`src/rtl/stream_seq_pkg.sv`:
```
// stream_seq_pkg: shared state encoding and default widths for the stream FIFO sequencer.
package stream_seq_pkg;
  localparam int DIN_W_DEF  = 6;
  localparam int DOUT_W_DEF = 3;
  localparam int CNT_W_DEF  = 6;
  typedef enum logic [1:0] {
    IDLE  = 2'd0,
    RUN   = 2'd1,
    FLUSH = 2'd2,
    DONE  = 2'd3
  } state_t;
endpackage

```
`src/rtl/axis_skid_buf.sv`:
```
// axis_skid_buf: 2-entry output buffer between FIFO read data and the stream port.
module axis_skid_buf #(
  parameter int DOUT_W = 3
) (
  input  logic              clk,
  input  logic              rst,
  input  logic              push,
  input  logic [DOUT_W-1:0] din,
  input  logic              pop,
  output logic [DOUT_W-1:0] dout,
  output logic              valid,
  output logic [1:0]        occ
);
  logic [DOUT_W-1:0] d0, d1;
  logic [1:0] cnt;
  assign dout  = d0;
  assign valid = cnt != 2'd0;
  assign occ   = cnt;
  always_ff @(posedge clk) begin
    if (rst) begin
      cnt <= '0;
      d0  <= '0;
      d1  <= '0;
    end else begin
      cnt <= cnt + {1'b0, push} - {1'b0, pop};
      if (push && (cnt == 2'd0 || (cnt == 2'd1 && pop))) d0 <= din;
      else if (pop && cnt == 2'd2) d0 <= d1;
      if (push && ((cnt == 2'd1 && !pop) || (cnt == 2'd2 && pop))) d1 <= din;
    end
  end
endmodule

```
`src/rtl/stream_fifo_sequencer.sv`:
```
// stream_fifo_sequencer: writes a counted burst into a FIFO and streams it back out as AXI-Stream beats.
// Optional SEQ_WR_ACK_CHECK_EN: count writes only on fifo_wr_ack and retry unacked writes.
module stream_fifo_sequencer
  import stream_seq_pkg::*;
#(
  parameter int DIN_W  = DIN_W_DEF,
  parameter int DOUT_W = DOUT_W_DEF,
  parameter int CNT_W  = CNT_W_DEF
) (
  input  logic              clk,
  input  logic              rst,
  input  logic              start,
  input  logic [CNT_W-1:0]  cnt_limit,
  output logic [DIN_W-1:0]  fifo_din,
  output logic              fifo_wr_en,
  input  logic              fifo_full,
  input  logic              fifo_wr_ack,
  output logic              fifo_rd_en,
  input  logic [DOUT_W-1:0] fifo_dout,
  input  logic              fifo_empty,
  output logic [DOUT_W-1:0] m_axis_tdata,
  output logic              m_axis_tvalid,
  input  logic              m_axis_tready,
  output logic              m_axis_tlast,
  output logic              busy,
  output logic              done
);
  localparam int RATIO = DIN_W / DOUT_W;
  localparam int BC_W  = CNT_W + $clog2(RATIO) + 1;
  state_t state, state_nx;
  logic [CNT_W-1:0] lim, wc;
  logic [BC_W-1:0] bc, total;
  logic [1:0] occ;
  logic [2:0] used;
  logic rd_q, pop, active, wr_inc;
  assign active       = state == RUN || state == FLUSH;
  assign total        = BC_W'(lim) * BC_W'(RATIO);
  assign pop          = m_axis_tvalid && m_axis_tready;
  assign m_axis_tlast = m_axis_tvalid && bc == total - 1'b1;
  assign fifo_din     = DIN_W'(wc);
  assign busy         = state != IDLE;
  assign done         = state == DONE;
  // Occupancy left after this cycle's pop plus the read already in flight; keeps reads at one per cycle.
  assign used         = {1'b0, occ} + {2'b0, rd_q} - {2'b0, pop};
  assign fifo_rd_en   = active && !fifo_empty && used < 3'd2;
`ifdef SEQ_WR_ACK_CHECK_EN
  logic pend;
  assign fifo_wr_en = state == RUN && !fifo_full && wc < lim && !pend;
  assign wr_inc     = pend && fifo_wr_ack;
  always_ff @(posedge clk) pend <= rst ? 1'b0 : fifo_wr_en;
`else
  logic unused_ack;
  assign unused_ack = fifo_wr_ack;
  assign fifo_wr_en = state == RUN && !fifo_full && wc < lim;
  assign wr_inc     = fifo_wr_en;
`endif
  always_comb begin
    state_nx = state == IDLE  ? (start ? (cnt_limit == '0 ? DONE : RUN) : IDLE) :
               state == RUN   ? (wc == lim ? FLUSH : RUN) :
               state == FLUSH ? (pop && m_axis_tlast ? DONE : FLUSH) : IDLE;
  end
  always_ff @(posedge clk) begin
    if (rst) begin
      state <= IDLE;
      lim   <= '0;
      wc    <= '0;
      bc    <= '0;
      rd_q  <= 1'b0;
    end else begin
      state <= state_nx;
      rd_q  <= fifo_rd_en;
      if (pop) bc <= bc + 1'b1;
      if (wr_inc) wc <= wc + 1'b1;
      if (state == IDLE && start) begin
        lim <= cnt_limit;
        wc  <= '0;
        bc  <= '0;
      end
    end
  end
  axis_skid_buf #(.DOUT_W(DOUT_W)) u_buf (
    .clk   (clk),
    .rst   (rst),
    .push  (rd_q),
    .din   (fifo_dout),
    .pop   (pop),
    .dout  (m_axis_tdata),
    .valid (m_axis_tvalid),
    .occ   (occ)
  );
endmodule

```
`config.mk`:
```
export PLATFORM = sky130hd
export DESIGN_NAME = stream_fifo_sequencer
export DESIGN_NICKNAME = d
export VERILOG_FILES = /design/src/rtl/stream_seq_pkg.sv /design/src/rtl/axis_skid_buf.sv /design/src/rtl/stream_fifo_sequencer.sv
export SDC_FILE = /design/constraint.sdc
export NUM_CORES = 1
export LEC_CHECK = 0
export ABC_CLOCK_PERIOD_IN_PS = 4400
export CAP_MARGIN = 20
export CORE_ASPECT_RATIO = 0.6
export CORE_MARGIN = 2
export CORE_UTILIZATION = 45
export DETAILED_ROUTE_END_ITERATION = 7
export PLACE_DENSITY = 0.68
export SLEW_MARGIN = 20
export SYNTH_ARGS = -nofsm -noshare
export SYNTH_HDL_FRONTEND = slang
export SYNTH_SLANG_ARGS = --single-unit
```
`constraint.sdc`:
```
create_clock -name clk -period 4.4 [get_ports clk]
set_input_delay 0.88 -clock clk [delete_from_list [all_inputs] [get_ports clk]]
set_output_delay 0.88 -clock clk [all_outputs]
set_load 0.005 [all_outputs]
```
==> impl_metrics.tcl, run 1 <==
set metrics [dict create \
    synth_compound_area_share_pct 14.1 \
    ir_worst_vdd_v 0.000213 \
    cts_tree "done" \
    worstSetupStartpointType "input port" \
    worstSetupPathType "input port to primary output" \
    cts_root_buffer "clkbuf_8" \
    finalSetupViolations 0 \
    firstDrtPassIters 5 \
    die_y_microns 53.8 \
    reg2reg_slack_ps 2210 \
    synthCells 223 \
    worst_ep_arrival_time_ps 3270 \
    htreeDepth 2 \
    design_area_sq_mm 0.00226 \
    post_cts_buffers 0 \
    antennaDiodeCount 0 \
    wl_per_cell_microns 13.5 \
    seqCellArea_sq_um 621 \
    grt_max_degree 21 \
    drive_gt1_share_pct 3.95 \
    antenna_left 0 \
    reg2reg_to "fifo_din[5]" \
    multiInputGateArea_sq_mm 0.00114 \
    yosys_warnings 0 \
    core_sq_mm 0.00403 \
    clockPowerShare_pct 29.9 \
    cts.repair.resized 0 \
    antenna_found_initial 0 \
    dieArea_sq_mm 0.00467 \
    cts_buffer_depth 2 \
    ys_seq_elements 31 \
    grt_use_total_pct 19.9 \
    ys_types 42 \
    synth_xor_area_share_pct 8.02 \
    vias 1636 \
    nFillCells 376 \
    synthesis.nets 255 \
    power.internal_uw 502 \
    rsz0062_at_grt "false" \
    fin_nets 284 \
    port_buffers 29 \
    grt_pass1_wl_microns 6980 \
    overflow 0 \
    crit_required_ps 3520 \
    layout_common_cells "31 x dfxtp_1, 29 x clkdlybuf4s50_1, 22 x nor2_1" \
    power_density_mw_per_mm2 323 \
    drc 0 \
    dp_hpwl_microns 3140 \
    hold_viol_final 0 \
    max_freq_mhz 241 \
    status "finished clean" \
    drt_wl_total_microns 4090 \
    post_synth.cell_area_avg_sq_um 8.33 \
    worstPathMaxFanout 5 \
    synthAdderAreaFrac_pct 11.2 \
    areaGrowthSynthToFinish_pct 21.8 \
    io-pin-count 31 \
    mostFrequentLayoutCell "dfxtp_1" \
    hold_start "lim[5]" \
    power_switching_share_pct 31.2 \
    syn_area_sq_mm 0.00186 \
    period_needed_ps 4150 \
    synthSimpleGateAreaFrac_pct 23.7 \
    clk_latency_ps 290 \
    clk_pin_slew_ps 60 \
    finalCritPeriodShare_pct 94.3 \
    p_leak_uw 0.000890 \
    ctsHoldBuffers 0 \
    cap_violations 0 \
    cts_buffers 5 \
    start_util_pct 46.1 \
    place_congestion 0.862 \
    via_per_inst 5.40 \
    rows 18 \
    seq_power_share_pct 43.9 \
    relSlewSlack_pct 53.6 \
    synthMuxAreaShare_pct 4.38 \
    yosysSeqAreaShare_pct 33.4 \
    place_area_sq_mm 0.00218 \
    grt_pass1_vias 1461 \
    hp-class "flip-flop to flip-flop" \
    cts.sink_count 31 \
    r2r_start "lim[1]" \
    synth_edf_count 0 \
    end_kind "primary output" \
    async_flop_share_pct 0 \
    stdcell_count 303 \
    dp_cells 295 \
    slew_viol_final 0 \
    synth-main-ff-cell "dfxtp_1" \
    combPwrFrac_pct 26.2 \
    fin_skew_ps 4.50 \
    worstHoldPathCells 2 \
    tns_ps 0 \
    die_w_microns 86.9 \
    reg2regPathDepth 7 \
    dr.first_iter.drc_count 59 \
    whs_endpoint "lim[5]" \
    tightest_slew_ps 693 \
    synth_top_family_by_area "simple AND/OR/NAND/NOR gates" \
    switchingPower_uw 228 \
]
[sequential cells by signal, summed over array words and instances (netlist names)]
signal,cells
u_buf.d1,3
bc,8
u_buf.occ,2
state,2
rd_q,1
lim,6
fifo_din,6
u_buf.dout,3
[worst max-delay path by stage]
stage | from | to | slack, ps | cells past startpoint
3_3_place_gp | m_axis_tready | fifo_rd_en | 260 | 10
6_report | m_axis_tready | fifo_rd_en | 250 | 10
2_1_floorplan | m_axis_tready | fifo_rd_en | 1110 | 9
3_5_place_dp | m_axis_tready | fifo_rd_en | 260 | 10
5_1_grt | m_axis_tready | fifo_rd_en | 120 | 10
4_1_cts | m_axis_tready | fifo_rd_en | 250 | 10
[cell families after synthesis]
logic type,count (synthesis)
adders and majority gates,16
buffers and inverters,24
muxes,8
AOI/OAI and AO/OA,39
and+or+nand+nor,88
xor gates and xnor gates,17
DFF,31
[power by group through the flow]
stage | logic [uW] | registers (uW) | clock network, uW
floorplan | 131 | 320 | 0
global placement | 187 | 326 | 0
detailed placement | 190 | 326 | 0
CTS | 192 | 321 | 222
global route | 217 | 324 | 239
finish | 191 | 321 | 218
[critical path: stages]
cell and delay, ps:
clkdlybuf4s50_1 540, o21a_1 170, ha_1 230, inv_1 50, ha_1 120, inv_1 40
fa_1 370, xor2_1 160, nor3_1 180, clkdlybuf4s50_1 520
[through the flow]
stage               utilization [%]  setup slack [ps]  total power, uW  hold slack [ps]
floorplan                         -              1110              451              436
global placement               54.1               257              513              448
detailed placement             54.1               255              517              456
CTS                            56.1               246              734              469
global route                   56.1               121              780              514
finish                         56.1               251              730              465
[synth_stat cells (4+ instances only)]
cell type	number	share of area, %
xnor2_1	10	4.7
nand3_1	15	4.0
clkbuf_1	6	1.2
mux2i_1	7	3.8
nor3_1	5	1.3
or4_1	4	1.6
dfxtp_1	31	33
a21oi_1	16	4.3
and3_1	5	1.7
xor2_1	7	3.3
inv_1	16	3.2
o21ai_0	4	1.1
nand2_1	20	4.0
ha_1	15	10
nor2_1	22	4.4
[layer usage]
metal  GRT usage, %  part of all wire (%)
met1           30.3                    56
met2           26.6                    37
met3           5.52                   5.8
met4           6.25                   1.2
met5              0                     0
[final cells by class]
class | instances | area share, %
clock buffers | 7 | 3.38
clock inverters | 1 | 0.221
inverters | 16 | 2.66
multi-input cells | 168 | 50.4
flip-flops and latches | 31 | 27.4
well taps | 50 | 2.77
repair buffers | 30 | 13.2
No activity file was read; power rests on OpenSTA's default activity.
==> inputs of run 2 (changes only) <==
- CTS_CLUSTER_DIAMETER: unset -> 80
==> results of run 2 <==
Same layout as run 1: the final DEF is identical, and so are final timing and power.
==> inputs of run 3 (changes only) <==
- CORE_UTILIZATION: 45 -> 57
- PLACE_DENSITY: 0.68 -> 0.84
==> run 3 against run 2 <==
- critical path depth unchanged
- core utilization increased by 20 points
- via count increased by 2.0%
- highest routed layer unchanged
- setup slack got worse by 31 ps
- fmax decreased by 0.73%
- die area decreased by 20%
- design area increased by 0.39%
- worst hold slack improved by 4.8 ps
- critical path type unchanged
- global-route usage increased by 4.2 points
- wire length increased by 1.6%
- clock-buffer cell count increased by 1
==> impl_metrics.tcl, run 3 (synthesis gave the netlist of run 1 again) <==
set metrics [dict create \
    status "finished clean" \
    htreeDepth 2 \
    worstSetupStartpointType "input port" \
    r2r_start "lim[1]" \
    cp_num_buf_inv 4 \
    cts.sink_count 31 \
    place_ws_ps 234 \
    regMostFlops "bc" \
    grt_use_total_pct 24.2 \
    crit_path_start "m_axis_tready" \
    power_switching_share_pct 29.8 \
    antenna_left 0 \
    cts_buffer_depth 2 \
    wl_per_cell_microns 14.1 \
    mostFrequentLayoutCell "dfxtp_1" \
    power.internal_uw 534 \
    clk_latency_ps 290 \
    io-pin-count 31 \
    worst_ep_arrival_time_ps 3300 \
    max_freq_mhz 239 \
    worstPathMaxFanout 5 \
    layout_common_cells "31 x dfxtp_1, 29 x clkdlybuf4s50_1, 22 x nor2_1" \
    port_buffers 29 \
    finalSetupViolations 0 \
    grt_max_degree 21 \
    die_w_microns 77.7 \
    tns_ps 0 \
    ctsHoldBuffers 0 \
    drc 0 \
    antenna_found_initial 0 \
    period_needed_ps 4180 \
    cts_root_buffer "clkbuf_8" \
    reg2reg_slack_ps 2190 \
    areaGrowthSynthToFinish_pct 22.2 \
    largest_reg_flops 8 \
    hold_viol_final 0 \
    crit_slowest_cell "clkdlybuf4s50_1" \
    rsz0062_at_grt "false" \
    fin_skew_ps 3.62 \
    antennaDiodeCount 0 \
    combPwrFrac_pct 25.4 \
    fin_nets 284 \
    slowest_delay_ps 540 \
    p_leak_uw 0.000899 \
    cts.repair.resized 0 \
    die_y_microns 48.2 \
    switchingPower_uw 227 \
    utilization_pct 76.1 \
    core_sq_mm 0.00298 \
    setup_slack_ps 221 \
    crit_chain "clkdlybuf4s50_1 -> o21a_1 -> ha_1 -> inv_1 -> ha_1 -> inv_1 -> fa_1 -> xor2_1 -> nor3_1 -> clkdlybuf4s50_1" \
    worstSetupPathType "input port to primary output" \
    slew_viol_final 0 \
    overflow 0 \
    finalCritPeriodShare_pct 95.0 \
    firstDrtPassIters 4 \
    hp-class "flip-flop to flip-flop" \
    post_cts_buffers 0 \
    drive_gt1_share_pct 4.35 \
    cap_violations 0 \
    dieArea_sq_mm 0.00374 \
    crit_required_ps 3520 \
    dr.first_iter.drc_count 99 \
    ir_worst_vdd_v 0.000222 \
    drt_wl_total_microns 4160 \
    tightest_slew_ps 737 \
    relSlewSlack_pct 50.7 \
    rows 15 \
    dp_hpwl_microns 3190 \
    cts_buffers 5 \
    seq_power_share_pct 42.0 \
    grt_pass1_vias 1434 \
    grt_pass1_wl_microns 6740 \
    clockPowerShare_pct 32.6 \
    end_kind "primary output" \
    cts_tree "done" \
    clk_pin_slew_ps 60 \
    start_util_pct 62.2 \
    via_per_inst 5.66 \
    critPathTopFamily "buffers and inverters" \
    vias 1669 \
    hold_start "u_buf.dout[0]" \
    place_congestion 0.859 \
    power_density_mw_per_mm2 335 \
]
[run 3: changes by cell type in the layout (fill, tap and decap cells not counted)]
| cell | change |
|---|---|
| clkbuf_8 | +2 |
| clkbuf_1 | -1 |
| clkinv_2 | -1 |
[run 3: final timing paths]
kind	end	cells after the start
worst min register to register	u_buf.dout[0]	2
worst max register to register	fifo_din[4]	7
worst max-delay path	fifo_rd_en	10
worst min-delay path	u_buf.dout[0]	2
[run 3: final cells by class]
type / count / area [sq um]
fillers: 220 / 714
clock buffers: 8 / 100
multi-input cells: 168 / 1140
inverters: 16 / 60.1
well taps: 42 / 52.6
repair buffers: 30 / 298
flip-flops and latches: 31 / 621
[run 3: per-layer routing]
metal	up-vias	part of all wire, %	GRT usage (%)
met5	-	0	0
met4	0	0.65	8.57
met3	5	6.1	6.11
met2	37	42	36.4
met1	779	51	34.3
li1	848	-	-
[run 3: power groups by stage]
stage          Combinational, uW  Sequential (uW)  Clock (uW)
3_5_place_dp                 193              325           0
3_3_place_gp                 187              325           0
4_1_cts                      195              319         252
6_report                     193              320         248
5_1_grt                      220              323         266
2_1_floorplan                131              320           0
[run 3: stage by stage]
step           total power [uW]  hold slack [ps]  area, sq um  std cells
5_1_grt                     809              480         2270        295
3_3_place_gp                512              448         2170        287
2_1_floorplan               451              436         1860        223
6_report                    761              470         2270        295
3_5_place_dp                518              456         2170        287
4_1_cts                     766              465         2270        295
[run 3: worst reg2reg max path, stage by stage, from the launching register on]
cell and delay, ps:
dfxtp_1 390, inv_1 110, ha_1 290, nor2b_1 140, o21a_1 170, o2111a_1 340
or4_1 550, a21oi_1 140
